==> src/rtl/core_pkg.sv <==
// Shared fetch-side types and constants.
// Exports XLEN, NOP_INSTR, DEFAULT_RESET_PC, pfq_entry_t.
package core_pkg;

    localparam int XLEN = 32;

    localparam logic [31:0] NOP_INSTR = 32'h0000_0013;

    localparam logic [XLEN-1:0] DEFAULT_RESET_PC = '0;

    typedef struct packed {
        logic [XLEN-1:0] pc;
        logic [31:0]     instr;
    } pfq_entry_t;

endpackage

==> src/rtl/pfq_fifo.sv <==
// Sync FIFO of pfq_entry_t; clk, rst (async low), flush,
// push/push_data, pop/pop_data, count, empty.
module pfq_fifo
    import core_pkg::*;
#(
    parameter int DEPTH = 4,
    parameter int CW    = $clog2(DEPTH + 1)
) (
    input  logic          clk,
    input  logic          rst,
    input  logic          flush,
    input  logic          push,
    input  pfq_entry_t    push_data,
    input  logic          pop,
    output pfq_entry_t    pop_data,
    output logic [CW-1:0] count,
    output logic          empty
);

    localparam int AW = $clog2(DEPTH);

    pfq_entry_t    mem [DEPTH];
    logic [AW-1:0] wr_ptr;
    logic [AW-1:0] rd_ptr;
    logic          full;
    logic          do_push;
    logic          do_pop;

    assign empty    = (count == '0);
    assign full     = (count == CW'(DEPTH));
    // a push into a full queue is fine when the head leaves this cycle
    assign do_push  = push && (!full || pop);
    assign do_pop   = pop && !empty;
    assign pop_data = mem[rd_ptr];

    always_ff @(posedge clk) begin
        if (do_push) begin
            mem[wr_ptr] <= push_data;
        end
    end

    always_ff @(posedge clk or negedge rst) begin
        if (!rst) begin
            wr_ptr <= '0;
            rd_ptr <= '0;
            count  <= '0;
        end else if (flush) begin
            wr_ptr <= '0;
            rd_ptr <= '0;
            count  <= '0;
        end else begin
            if (do_push) begin
                wr_ptr <= wr_ptr + 1'b1;
            end
            if (do_pop) begin
                rd_ptr <= rd_ptr + 1'b1;
            end
            count <= count + CW'(do_push) - CW'(do_pop);
        end
    end

endmodule

==> src/rtl/instr_prefetch_queue.sv <==
// Fetch front end: sequential reads to memory, in-order queue to ID,
// redirect flush with late-response drop. Ports: clk, rst (async low),
// redirect_*, mem_req_*, mem_resp_*, id_*. PFQ_BYPASS_EN: empty-queue
// response forwarded to ID in the same cycle.
module instr_prefetch_queue
    import core_pkg::*;
#(
    parameter int              DEPTH           = 4,
    parameter int              MAX_OUTSTANDING = 2,
    parameter logic [XLEN-1:0] RESET_PC        = DEFAULT_RESET_PC
) (
    input  logic            clk,
    input  logic            rst,
    input  logic            redirect_en,
    input  logic [XLEN-1:0] redirect_addr,
    output logic            mem_req_valid,
    input  logic            mem_req_ready,
    output logic [XLEN-1:0] mem_req_addr,
    input  logic            mem_resp_valid,
    input  logic [31:0]     mem_resp_data,
    output logic            id_valid,
    input  logic            id_ready,
    output logic [31:0]     id_instr,
    output logic [XLEN-1:0] id_pc
);

    localparam int OW = $clog2(MAX_OUTSTANDING + 1);
    localparam int CW = $clog2(DEPTH + 1);

    logic [XLEN-1:0] fetch_pc;
    logic [XLEN-1:0] resp_pc;
    logic [XLEN-1:0] target;
    logic [OW-1:0]   outstanding;
    logic [OW-1:0]   drop_cnt;
    logic [CW-1:0]   count;
    logic            empty;
    pfq_entry_t      head;
    pfq_entry_t      push_entry;
    logic            accept;
    logic            resp_ok;
    logic            keep;
    logic            byp;
    logic            push;
    logic            pop;

    assign target = redirect_addr & ~XLEN'(3);

    // slots are reserved at issue time, so the queue cannot overflow
    assign mem_req_valid = rst && !redirect_en
        && (32'(outstanding) < 32'(MAX_OUTSTANDING))
        && ((32'(count) + 32'(outstanding)) < 32'(DEPTH));
    assign mem_req_addr = fetch_pc;
    assign accept       = mem_req_valid && mem_req_ready;

    // stray responses with nothing in flight are ignored
    assign resp_ok = mem_resp_valid && (outstanding != '0);
    assign keep    = resp_ok && !redirect_en && (drop_cnt == '0);

`ifdef PFQ_BYPASS_EN
    assign byp = keep && empty;
`else
    assign byp = 1'b0;
`endif

    assign id_valid = !redirect_en && (!empty || byp);
    assign id_pc    = !id_valid ? '0
                    : (empty ? resp_pc : head.pc);
    assign id_instr = !id_valid ? NOP_INSTR
                    : (empty ? mem_resp_data : head.instr);

    assign push       = keep && !(byp && id_ready);
    assign pop        = id_valid && id_ready && !empty;
    assign push_entry = '{pc: resp_pc, instr: mem_resp_data};

    pfq_fifo #(
        .DEPTH (DEPTH),
        .CW    (CW)
    ) u_fifo (
        .clk       (clk),
        .rst       (rst),
        .flush     (redirect_en),
        .push      (push),
        .push_data (push_entry),
        .pop       (pop),
        .pop_data  (head),
        .count     (count),
        .empty     (empty)
    );

    always_ff @(posedge clk or negedge rst) begin
        if (!rst) begin
            fetch_pc    <= RESET_PC;
            resp_pc     <= RESET_PC;
            outstanding <= '0;
            drop_cnt    <= '0;
        end else begin
            outstanding <= outstanding + OW'(accept) - OW'(resp_ok);
            if (redirect_en) begin
                fetch_pc <= target;
                resp_pc  <= target;
                // everything still in flight after this cycle is wrong-path
                drop_cnt <= outstanding - OW'(resp_ok);
            end else begin
                if (accept) begin
                    fetch_pc <= fetch_pc + XLEN'(4);
                end
                if (keep) begin
                    resp_pc <= resp_pc + XLEN'(4);
                end
                if (resp_ok && (drop_cnt != '0)) begin
                    drop_cnt <= drop_cnt - 1'b1;
                end
            end
        end
    end

    a_resp_in_flight : assert property (
        @(posedge clk) disable iff (!rst)
        mem_resp_valid |-> (outstanding != '0)
    );

endmodule

==> config.mk <==
export PLATFORM = sky130hd
export DESIGN_NAME = instr_prefetch_queue
export DESIGN_NICKNAME = d
export VERILOG_FILES = /design/src/rtl/core_pkg.sv /design/src/rtl/pfq_fifo.sv /design/src/rtl/instr_prefetch_queue.sv
export SDC_FILE = /design/constraint.sdc
export NUM_CORES = 1
export LEC_CHECK = 0
export ABC_AREA = 1
export CORE_UTILIZATION = 45
export CTS_CLUSTER_SIZE = 20
export DETAILED_ROUTE_END_ITERATION = 12
export GPL_ROUTABILITY_DRIVEN = 0
export PLACE_DENSITY = 0.69
export SYNTH_ARGS = -nofsm -noshare
export SYNTH_HDL_FRONTEND = slang
export SYNTH_SLANG_ARGS = --single-unit
==> constraint.sdc <==
create_clock -name clk -period 4.8 [get_ports clk]
set_input_delay 0.96 -clock clk [delete_from_list [all_inputs] [get_ports clk]]
set_output_delay 0.96 -clock clk [all_outputs]
set_load 0.02 [all_outputs]
-- Word level (Yosys, flattened, before mapping)
Memory sizes are Yosys's and may differ from the RTL's.
Cells that the tools add are included.
Widths: inputs -> output; s select.
- register bits after elaboration: 75
- bits of input ports: 70
- output and inout bits: 98
- memories: 1
- memory bits (writable): 256
- reduce and logical (&&, ||, !) cells: 26
- $lt $le $gt $ge: 2
- multiplexer cells: 17
- equality and inequality tests: 1
- $add $sub $neg: 11
- memories (name ; words ; bits a word ; rd ports ; clocked after memory_dff ; wr ports ; RTL line ; RTL):
    u_fifo.mem ; 4 ; 64 ; 1 ; 0 ; 1 ; pfq_fifo.sv:22 ; pfq_entry_t mem [DEPTH];
- operator list (kind ; count):
    $mux 32 ; 8
    $add 32x3->32 const B ; 2
    $reduce_bool 2->1 ; 7
    $logic_and 1x1->1 ; 13
    $mux 2 ; 6
    $add 2x1->2 const B ; 2
    $add 3x2->4 ; 1
    $lt 4x3->1 const B ; 1
    $sub 2x1->2 ; 2
    $add 3x1->3 ; 1
    $eq 3x3->1 const B ; 1
    $logic_not 1->1 ; 3
    $logic_not 3->1 ; 1
    $mux 3 ; 1
    $sub 3x1->3 ; 1
    $add 2x1->2 ; 1
    $logic_not 2->1 ; 1
    $lt 2x2->1 const B ; 1
    $mux 1 ; 2
    $sub 2x1->2 const B ; 1
    $logic_or 1x1->1 ; 1

-- Depth between registers and ports, before layout
Gate-level depths: netlist of the first run.
- word-level depth: 10
- gate-level depth with buffers: 13
- depth with buffers taken out: 13

-- Cells and area by module
From an unflattened synthesis of the first run, not the netlist that was laid out.
- cell total of the unflattened synthesis: 1515
- area total of the unflattened synthesis: 15147.0 um^2
- by module, submodules not included (module ; instances ; cells an instance ; area an instance (um^2) ; sequential area each (um^2)):
    pfq_fifo ; 1 ; 680 ; 9947.0 ; 7862.5
    instr_prefetch_queue ; 1 ; 835 ; 5200.0 ; 1601.5

-- Worst setup path after synthesis of the first run
OpenSTA, ideal clock, no wires.
- kind: input port to flip-flop
- from: input port redirect_en
- to: memory u_fifo.mem[0][0] (netlist bit) (enable)
- arrival: 4.290 ns
- setup time: 0.482 ns
- cell stages on the path: 6
- setup slack: 0.028 ns
- cell sequence: buf_2 > a21oi_4 > nand2_1 > nand3_1 > nand2_2 > nor2_1
- word-level cells in the longest chain between the ends: 8
- RTL lines (what ; RTL line ; RTL):
    start, declared ; instr_prefetch_queue.sv:14 ; input logic redirect_en,
    $logic_not 1->1 ; instr_prefetch_queue.sv:65 ; assign id_valid = !redirect_en && (!empty || byp);
    $logic_and 1x1->1 ; instr_prefetch_queue.sv:65 ;
    via id_valid ; instr_prefetch_queue.sv:21 ; output logic id_valid,
    $logic_and 1x1->1 (2 in series) ; instr_prefetch_queue.sv:72 ; assign pop = id_valid && id_ready && !empty;
    $logic_or 1x1->1 ; pfq_fifo.sv:32 ; assign do_push = push && (!full || pop);
    $logic_and 1x1->1 ; pfq_fifo.sv:32 ;
    $mux 1 ; pfq_fifo.sv:37 ; if (do_push) begin
    $mux 1 (implied by the code) ; pfq_fifo.sv:38 ; mem[wr_ptr] <= push_data;
    end, declared ; pfq_fifo.sv:22 ;
The timed path passes the listed nets, and every way through them passes these cells.

-- Worst setup path after layout of the first run
- from: register u_fifo.rd_ptr[0]
- to: output port id_instr[1]
- word-level cells in the longest chain between the ends: 3
- RTL lines (what ; RTL line ; RTL):
    start, declared ; pfq_fifo.sv:24 ; logic [AW-1:0] rd_ptr;
    start signal, assigned ; pfq_fifo.sv:56 ; rd_ptr <= rd_ptr + 1'b1;
    $mem_v2 4x64 ; n/a ;
    $mux 32 ; instr_prefetch_queue.sv:69 ; : (empty ? mem_resp_data : head.instr);
    $mux 32 ; instr_prefetch_queue.sv:68 ; assign id_instr = !id_valid ? NOP_INSTR
    end, declared ; instr_prefetch_queue.sv:23 ; output logic [31:0] id_instr,
Every way passes these cells.

==> metrics, run 1 <==
clk_skew 0.0151 ns; Vias 10900; Max H-tree Level 2; mux share of post-synthesis cell area 0%; slack of the worst reg-to-reg path 1.93 ns; CP Capture Type primary output; layout cells sized above 1 7.30%; max_cap viols 0; Main synth FF type edfxtp_1; largest net degree at the start of global routing 63; # rows 65; Ys Warns 0; share of the synthesized area in the top cell type 51.0%; Worst path max stage delay 0.67 ns; Slew @ Worst Pin 1.15 ns; Syn Area/Cell 9.87 µm²; Placed Cells 1996; FF+latch count, synth 319; footprint of the multi-input gates 4720 µm²; CTS tree built; vias per cell 5.28; Detail Placement HPWL 21900 µm; VDD IR max 0.260 mV; worst skew pair latency 0.51 ns; initial drt markers 842; fmax 0.234 GHz; GR met3 Demand/Resource 3.53%; Compound-Gate Fraction of Synth Area 10.2%; EDFF count, synth 248; DIE AREA 33200 µm²; post-route ant nets 0; Residual DRC 0; Overall Global Routing Usage 21.1%; Worst R2R End u_fifo.mem[0][51]; status completed; Initial Util 46.1%; DR WL/cell 17.0 µm; Root Driver clkbuf_16; initial antenna violation count 0; HP Start drop_cnt[1]; CP required 3.84 ns; n_diodes 0; cell family with most CP delay buffers and inverters; Fillers 2665; post-synthesis xor/xnor area fraction 0.300%; clk slew on worst S/H paths 0.06 ns; max-slew violations 0; met1 Use GR 28.6%; Adder-Cell Fraction of Synth Area 1.25%; r2r worst-path depth 9; area of all sequential standard cells 9230 µm²; GR Overflow Total 0; worst reg2reg startpoint drop_cnt[0]; number of detailed-route iterations in the first pass 5; largest cells by area after synthesis edfxtp_1 51%, dfrtp_1 12%, nor2_1 8.5%; cts-stage hold buffer count 0; min Tclk post-route 4.28 ns; Power Dens Cells 470 nW/µm²; Post-CTS Setup Bufs 0; worst-path cell chain inv_2 -> buf_4 -> o21ai_0 -> o211ai_1 -> clkdlybuf4s50_1; clock tree buffer depth 3; WHS Endpoint drop_cnt[1]; critical path depth in cells 5; clock tree sinks 319; Seq/Total Area, Yosys 63.1%; worst min path class reg -> reg; startpoint types flop; RSZ-0062 raised after global routing false; I/O Buffers 161; final worst-path cycle share 89.1%; TNS Setup 0 ns; CTS-repair resized insts 0; Critical-path top delay cell dfrtp_4; worst hold path depth 2; Area Growth Syn to Fin 21.4%; crit path DAT 3.32 ns; largest family of logic cells by synthesized area simple AND/OR/NAND/NOR gates; busiest layer in global routing met2; Cells after Synth 1480; Final Hold Fails 0; core area 31700 µm²; number of global-route vias before repair 10500; Cell variety after synth 43; Async SR Flop Fraction 22.3%; Critical Setup Path Class reg -> out; first-pass GRT wire length 55400 µm; height of the die 182 µm; Die X 182 µm; Detailed Route WL 34900 µm; simple-gate share of the synthesized area 20.3%; boundary pin count 168; Final Setup Violations 0; synthesized area 14600 µm²; Slew HR 23.0%; Leakage 6.64 nW; Finished Layout Cells 2060; cell taking the most area after synthesis edfxtp_1; CP max FO 50; GR Layer Usage met2 35.5%; CTS Buf Count 35; crit path buf inv count 3; Final #Nets 1715
==> cells by family (layout without fill, tap and decap cells) <==
group | Yosys count | after routing
other | 1 | 4
XOR/XNOR | 5 | 5
flip-flops | 319 | 319
AO/OA/AOI/OAI | 282 | 282
AND/OR/NAND/NOR | 696 | 696
adder cells (fa/ha/maj) | 14 | 14
buffers and inverters | 163 | 338
==> cell usage after synthesis, types with 2 or more instances <==
cell / count
nor2_1: 332
edfxtp_1: 248
nand2_1: 217
o21ai_0: 146
a21oi_1: 104
inv_1: 85
nand3_1: 85
dfrtp_1: 71
buf_2: 29
clkbuf_1: 25
o211ai_1: 16
ha_1: 13
nor3_1: 12
nand4_1: 10
nor2_2: 9
nor2_4: 7
a31oi_1: 6
buf_4: 6
inv_2: 6
nand3b_1: 5
o21ai_1: 5
or2_2: 5
buf_6: 4
clkbuf_2: 4
nand2_4: 4
nand2_2: 3
xor2_1: 3
and2_1: 2
buf_1: 2
inv_4: 2
xnor2_1: 2
==> layout by cell type, fill, tap and decap left out, types with 6 or more instances in the layout <==
cell type,synthesis,layout
buf_4,6,15
clkdlybuf4s50_1,0,159
o21ai_0,146,146
nor2_1,332,328
nor2_2,9,9
nor3_1,12,12
dfrtp_1,71,69
a21oi_1,104,104
inv_2,6,6
ha_1,13,13
clkinv_2,0,7
o211ai_1,16,16
inv_1,85,85
edfxtp_1,248,248
clkbuf_16,0,36
nand3_1,85,85
a31oi_1,6,6
nand2_1,217,217
nand4_1,10,10
nor2_4,7,11
clkinv_1,0,9
==> through the flow <==
step | hold slack [ns] | cell area, µm² | setup WS (ns) | total power, mW | util [%]
final | 0.551 | 17700 | 0.523 | 8.35 | 55.9
after global routing | 0.612 | 17700 | 0.330 | 8.78 | 55.9
after floorplan | 0.508 | 14600 | 0.0281 | 4.92 | -
after detailed placement | 0.545 | 16600 | 0.876 | 5.79 | 52.4
after global placement | 0.525 | 16600 | 0.899 | 5.73 | 52.4
after CTS | 0.558 | 17700 | 0.486 | 8.41 | 55.9
==> cell type report <==
cell class,count,share of cell area [%]
well taps,402,2.83
inverters,93,2.00
flip-flops and latches,319,52.0
clock buffers,42,5.26
clock inverters,22,1.09
multi-input cells,1001,26.6
repair buffers,181,10.2
==> tightest hold or removal path, stage by stage, from the launching register on <==
cell and delay [ns]:
dfrtp_1 0.33, inv_1 0.05, o21ai_0 0.14
==> sequential cells by signal (all words and copies together) (netlist names) <==
signal and flops:
drop_cnt 2, outstanding 2, u_fifo.rd_ptr 2, u_fifo.count 3, u_fifo.mem 248, u_fifo.wr_ptr 2
resp_pc 30, mem_req_addr 30
==> where the power goes <==
part / internal [mW] / leakage (nW) / switching [mW]
Combinational: 0.815 / 2.99 / 1.36
Sequential: 3.26 / 3.09 / 0.304
Clock: 1.55 / 0.557 / 1.06
==> how the worst max path moves through the flow <==
stage / start / to / slack, ns
3_5_place_dp: redirect_en / id_pc[31] / 0.88
5_1_grt: u_fifo.rd_ptr[0] / id_instr[1] / 0.33
4_1_cts: u_fifo.rd_ptr[0] / id_instr[1] / 0.49
2_1_floorplan: redirect_en / u_fifo.mem[0][0] / 0.03
6_report: u_fifo.rd_ptr[0] / id_instr[1] / 0.52
3_3_place_gp: redirect_en / id_instr[6] / 0.90
==> metal layers <==
| metal | vias up | share of wire [%] |
|---|---|---|
| met1 | 5105 | 45 |
| met5 | - | 0 |
| met4 | 0 | 1.6 |
| li1 | 5347 | - |
| met2 | 376 | 47 |
| met3 | 47 | 6.9 |
Note: power is estimated with default switching activity, not from simulation.
==> run 2, diff against run 1 <==
Settings changed: ABC_AREA 1 to unset, CORE_MARGIN set to 1.5, PLACE_DENSITY 0.69 to 0.7.
Clock period 4.8 ns to 3.95 ns, I/O delays scaled along.
==> metrics, run 2 <==
status completed; Async SR Flop Fraction 22.3% (unchanged); Fillers 2399 (-10%); cts-stage hold buffer count 0 (unchanged); total power 8.88 mW (+6.4%); EDFF count, synth 248 (unchanged); n_diodes 0 (unchanged); Placed Cells 1373 (-31%); Adder-Cell Fraction of Synth Area 1.34% (+0.091 points); clk_skew 0.0119 ns (-0.00320 ns); Syn Area/Cell 16.2 µm² (+64%); Cell variety after synth 57 (+33%); Power Dens Cells 531 nW/µm² (+13%); Ys Warns 0 (unchanged); Overall Global Routing Usage 18.5% (-2.6 points); startpoint types flop; largest net degree at the start of global routing 50 (-21%); number of global-route vias before repair 7948 (-24%); CP Capture Type primary output; TNS Setup 0 ns (unchanged); Critical Setup Path Class reg -> out; height of the die 177 µm (-2.9%); initial drt markers 524 (-38%); Compound-Gate Fraction of Synth Area 3.96% (-6.2 points); worst skew pair latency 0.55 ns (+0.04 ns); FF+latch count, synth 319 (unchanged); fmax 0.275 GHz; first-pass GRT wire length 44300 µm (-20%); Final Setup Violations 0 (unchanged); boundary pin count 168 (unchanged); largest cells by area after synthesis edfxtp_1 55%, dfrtp_1 13%, mux4_2 10%; Finished Layout Cells 1431 (-31%); final worst-path cycle share 92.0%; number of detailed-route iterations in the first pass 5 (unchanged); Detailed Route WL 28600 µm (-18%); min Tclk post-route 3.63 ns; Initial Util 45.8% (-0.23 points); crit path DAT 2.84 ns (-0.48 ns); Residual DRC 0 (unchanged); synthesized area 13600 µm² (-6.8%); cell taking the most area after synthesis edfxtp_1; Detail Placement HPWL 18800 µm (-14%); clk slew on worst S/H paths 0.07 ns (about the same); clock tree buffer depth 3 (unchanged); Cells after Synth 843 (-43%); max_cap viols 0 (unchanged); core area 29700 µm² (-6.3%); CP required 3.16 ns (-0.68 ns); post-synthesis xor/xnor area fraction 2.70% (+2.4 points); simple-gate share of the synthesized area 10.9% (-9.3 points); largest family of logic cells by synthesized area multiplexers; max FFs per register 248 (unchanged); GR Overflow Total 0 (unchanged); CTS-repair resized insts 0 (unchanged); Vias 7928 (-27%); Max H-tree Level 1 (-1); VDD IR max 0.353 mV (+36%); Area Growth Syn to Fin 22.8%; DR WL/cell 20.0 µm (+18%); commonest non-fill, non-tap cell in the layout edfxtp_1; Slew @ Worst Pin 1.09 ns (-0.0554 ns); layout cells sized above 1 16.7% (+9.4 points); DIE AREA 31300 µm² (-5.6%); clock tree sinks 319 (unchanged); Final #Nets 1100 (-36%); CTS Buf Count 31 (-11%); post-route ant nets 0 (unchanged); slack of the worst reg-to-reg path 1.12 ns (-0.81 ns); Final Hold Fails 0 (unchanged); Die X 177 µm (-2.9%); commonest cells after routing, fill and taps aside 248 x edfxtp_1, 159 x clkdlybuf4s50_1, 69 x dfrtp_1; commonest cells in the netlist 248 x edfxtp_1, 71 x dfrtp_1, 67 x and2_1; share of the synthesized area in the top cell type 54.7% (+3.7 points); CP max FO 21 (-58%); RSZ-0062 raised after global routing false; Main synth FF type edfxtp_1; max-slew violations 0 (unchanged); Leakage 5.62 nW (-15%); Root Driver clkbuf_16; register bank with the most flops u_fifo.mem; Slew HR 26.8% (+3.8 points); # rows 63 (-3.1%); worst min path class in -> async; initial antenna violation count 1 (+1); most frequent cell after synthesis edfxtp_1; mux share of post-synthesis cell area 11.2% (+11 points); Seq/Total Area, Yosys 67.7% (+4.6 points); Post-CTS Setup Bufs 0 (unchanged); I/O Buffers 161 (unchanged); CTS tree built; vias per cell 5.54 (+4.9%)
## run 2: cell count changes after synthesis, sizes merged, moves of 19 or more
cell | previous run | this run
nor2 | 349 | 19
nand2 | 225 | 58
o21ai | 152 | 38
a21oi | 105 | 9
inv | 93 | 16
and2 | 2 | 68
mux4 | 0 | 62
nand3 | 85 | 29
xnor2 | 2 | 31
buf | 41 | 22
## run 2: area by class of cell
class / count / area [µm²] / area share [%]
clock buffers: 35 / 791 / 4.73
clock inverters: 23 / 143 / 0.853
inverters: 16 / 60.1 / 0.359
multi-input cells: 464 / 4130 / 24.7
flip-flops and latches: 319 / 9230 / 55.2
well taps: 390 / 488 / 2.92
repair buffers: 184 / 1890 / 11.3
## run 2: worst paths after layout
kind / startpoint / to / depth (start not counted)
worst max-delay path: u_fifo.rd_ptr[0] / id_pc[9] / 4
worst min-delay path: rst / resp_pc[11] / 2
worst max register to register: u_fifo.count[1] / u_fifo.count[2] / 10
worst min register to register: u_fifo.wr_ptr[0] / u_fifo.wr_ptr[0] / 1
max in group asynchronous: rst / u_fifo.rd_ptr[0] / 3
min in group clk: u_fifo.wr_ptr[0] / u_fifo.wr_ptr[0] / 1
## run 2: layer usage
metal,wire length [µm],global-route usage [%],vias to the layer above
li1,-,-,3596
met5,0,0,-
met2,13400,28.9,301
met4,539,4.80,0
met3,2030,2.81,40
met1,12700,27.2,3991
## run 2: kinds of logic (layout without fill, tap and decap cells)
kind of cell | Yosys count | in the layout
DFF | 319 | 319
and+or+nand+nor | 245 | 245
AOI/OAI and AO/OA | 85 | 85
muxes | 74 | 74
buffers and inverters | 63 | 258
xor gates and xnor gates | 42 | 42
adders and majority gates | 14 | 14
other | 1 | 4
## run 2: where the power goes
part,switching (mW),total (mW),internal [mW]
Combinational,0.984,2.04,1.06
Sequential,0.267,4.13,3.86
Clock,1.21,2.71,1.50
Total,2.46,8.88,6.42
## run 2: stage by stage
stage          utilization (%)  setup slack [ns]  instance area [µm²]  hold WS (ns)
5_1_grt                   56.3             0.142                16700         0.320
3_5_place_dp              53.2             0.777                15800         0.541
6_report                  56.3             0.317                16700         0.329
2_1_floorplan                -             0.492                13600         0.494
4_1_cts                   56.3             0.251                16700         0.317
3_3_place_gp              53.2             0.805                15800         0.535
## run 2: critical path, cell delays in order, from the launching register on
cell and delay, ns:
dfrtp_4 0.70, buf_12 0.27, mux4_2 0.58, and2_1 0.19
clkdlybuf4s50_1 0.53
==> run 3, diff against run 2 <==
Settings changed: CAP_MARGIN set to 20, SYNTH_HIERARCHICAL set to 1.
==> metrics, run 3 <==
Critical Setup Path Class reg -> out; Adder-Cell Fraction of Synth Area 1.32% (-0.018 points); startpoint types flop; Die X 178 µm (+0.67%); Root Driver clkbuf_16; commonest non-fill, non-tap cell in the layout edfxtp_1; clock tree buffer depth 3 (unchanged); Final WS setup 0.247 ns (-0.0696 ns); vias per cell 5.47 (-1.2%); CTS Buf Count 34 (+9.7%); Fillers 2372 (-1.1%); core area 30000 µm² (+0.80%); largest family of logic cells by synthesized area multiplexers; Main synth FF type edfxtp_1; synthesized area 13800 µm² (+1.4%); cell taking the most area after synthesis edfxtp_1; EDFF count, synth 256 (+3.2%); min Tclk post-route 3.70 ns (+0.0696 ns); Max H-tree Level 2 (+1); commonest cells after routing, fill and taps aside 256 x edfxtp_1, 161 x clkdlybuf4s50_1, 69 x dfrtp_1; max_cap viols 0 (unchanged); Initial Util 46.1% (+0.26 points); initial antenna violation count 1 (unchanged); Logic pwr share 9.9% (-13 points); worst min path class in -> async; Final Setup Violations 0 (unchanged); FF+latch count, synth 327 (+2.5%); Slew @ Worst Pin 0.933 ns (-0.160 ns); slack of the worst reg-to-reg path 1.05 ns (-0.07 ns); Power Dens Cells 462 nW/µm² (-13%); Async SR Flop Fraction 21.7% (-0.54 points); Overall Global Routing Usage 18.4% (-0.12 points); GR Overflow Total 0 (unchanged); Seq pwr share 51.2% (+4.7 points); cts-stage hold buffer count 0 (unchanged); number of global-route vias before repair 7970 (+0.28%); Cell Int Power 6.11 mW (-4.8%); status completed; height of the die 178 µm (+0.67%); boundary pin count 168 (unchanged); CP Capture Type primary output; largest net degree at the start of global routing 72 (+44%); Syn Area/Cell 16.4 µm² (+1.4%); share of the synthesized area in the top cell type 55.7% (+1.0 points); Detailed Route WL 28500 µm (-0.55%); Cells after Synth 843 (unchanged); DIE AREA 31700 µm² (+1.3%); WHS 0.566 ns (+0.237 ns); RSZ-0062 raised after global routing false; Vias 7959 (+0.39%); clk slew on worst S/H paths 0.06 ns (about the same); simple-gate share of the synthesized area 9.98% (-0.94 points); Util after Layout 57.2% (+0.88 points); number of detailed-route iterations in the first pass 5 (unchanged); worst reg2reg startpoint u_fifo/count[1]; clock tree sinks 327 (+2.5%); DR WL/cell 19.6 µm (-2.1%); first-pass GRT wire length 44200 µm (-0.25%); crit path DAT 2.91 ns (+0.07 ns); Area Growth Syn to Fin 24.0%; Residual DRC 0 (unchanged); final worst-path cycle share 93.7% (+1.8 points); worst skew pair latency 0.51 ns (-0.04 ns); max FFs per register 256 (+3.2%); register bank with the most flops u_fifo/mem; post-route ant nets 0 (unchanged); most frequent cell after synthesis edfxtp_1; CP required 3.16 ns (about the same); post-synthesis xor/xnor area fraction 2.60% (-0.10 points); critical path launch point u_fifo/rd_ptr[1]; I/O Buffers 163 (+1.2%); CTS-repair resized insts 0 (unchanged); Worst R2R End u_fifo/count[2]; mux share of post-synthesis cell area 12.0% (+0.82 points); max-slew violations 0 (unchanged); # rows 63 (unchanged); Seq/Total Area, Yosys 68.5% (+0.83 points); pre-CTS worst setup slack 0.571 ns (-0.206 ns); Compound-Gate Fraction of Synth Area 3.44% (-0.52 points); Ys Warns 6 (+6); r2r worst-path depth 14 (+4); total power 7.91 mW (-11%); Leakage 5.80 nW (+3.2%); Slew HR 37.6% (+11 points); initial drt markers 512 (-2.3%); Final Hold Fails 0 (unchanged); clk_skew 0.0249 ns (+0.0130 ns); Clock power frac 38.9% (+8.4 points); CP max FO 31 (+48%); Final #Nets 1123 (+2.1%); Detail Placement HPWL 18800 µm (+0.12%); sw frac 22.7% (-5.0 points); VDD IR max 0.289 mV (-18%); fmax 0.270 GHz (-1.9%); CTS tree built; Post-CTS Setup Bufs 0 (unchanged); Switch Pwr 1.80 mW (-27%); TNS Setup 0 ns (unchanged); commonest cells in the netlist 256 x edfxtp_1, 72 x and2_1, 71 x dfrtp_1; Cell variety after synth 56 (-1.8%); n_diodes 0 (unchanged); layout cells sized above 1 15.4% (-1.3 points); largest cells by area after synthesis edfxtp_1 56%, dfrtp_1 13%, mux4_2 10%
## run 3: layout make-up
type | instances | area [µm²] | area share, %
sequential | 327 | 9470 | 55.3
clock inverter | 14 | 145 | 0.847
tap | 390 | 488 | 2.85
inverter | 18 | 67.6 | 0.394
timing repair buffer | 189 | 1910 | 11.2
multi-input combinational | 469 | 4110 | 24.0
clock buffer | 47 | 931 | 5.43
## run 3: metal layers
metal	global-route usage, %	wire (µm)
met1	25.8	12700
met2	29.9	13500
met3	3.52	1820
met4	4.03	450
met5	0	12
## run 3: worst max path at each step
stage	endpoint	slack, ns	cells past startpoint
2_1_floorplan	u_fifo/mem[0][0]	0.42	4
3_3_place_gp	u_fifo/count[2]	0.62	13
3_5_place_dp	u_fifo/count[2]	0.57	13
4_1_cts	id_instr[17]	0.18	4
5_1_grt	id_instr[17]	0.1	4
6_report	id_instr[20]	0.25	4
## run 3: cells by family after synthesis
logic type / after synthesis
other cells: 1
fa+ha+maj: 14
xor+xnor: 41
simple gates: 248
mux: 84
compound gates: 72
buf+inv: 56
flops: 327
## run 3: power groups by stage
stage / clock (mW) / combinational [mW] / sequential (mW)
after CTS: 3.15 / 0.792 / 4.05
after floorplan: 0 / 0.406 / 4.11
after global placement: 0 / 0.772 / 4.11
after detailed placement: 0 / 0.789 / 4.12
after global routing: 3.30 / 0.858 / 4.07
final: 3.08 / 0.780 / 4.05
## run 3: metrics by stage
stage          instance area, µm²  std cells
6_report                    17100       1454
2_1_floorplan               13800        852
4_1_cts                     17100       1453
5_1_grt                     17100       1454
3_3_place_gp                16000       1392
3_5_place_dp                16000       1392
## run 3: worst max-delay path, stage by stage, from the launching register on
cell and delay, ns:
dfrtp_2 0.89, buf_4 0.45, mux4_2 0.36, and2_1 0.16, clkdlybuf4s50_1 0.53
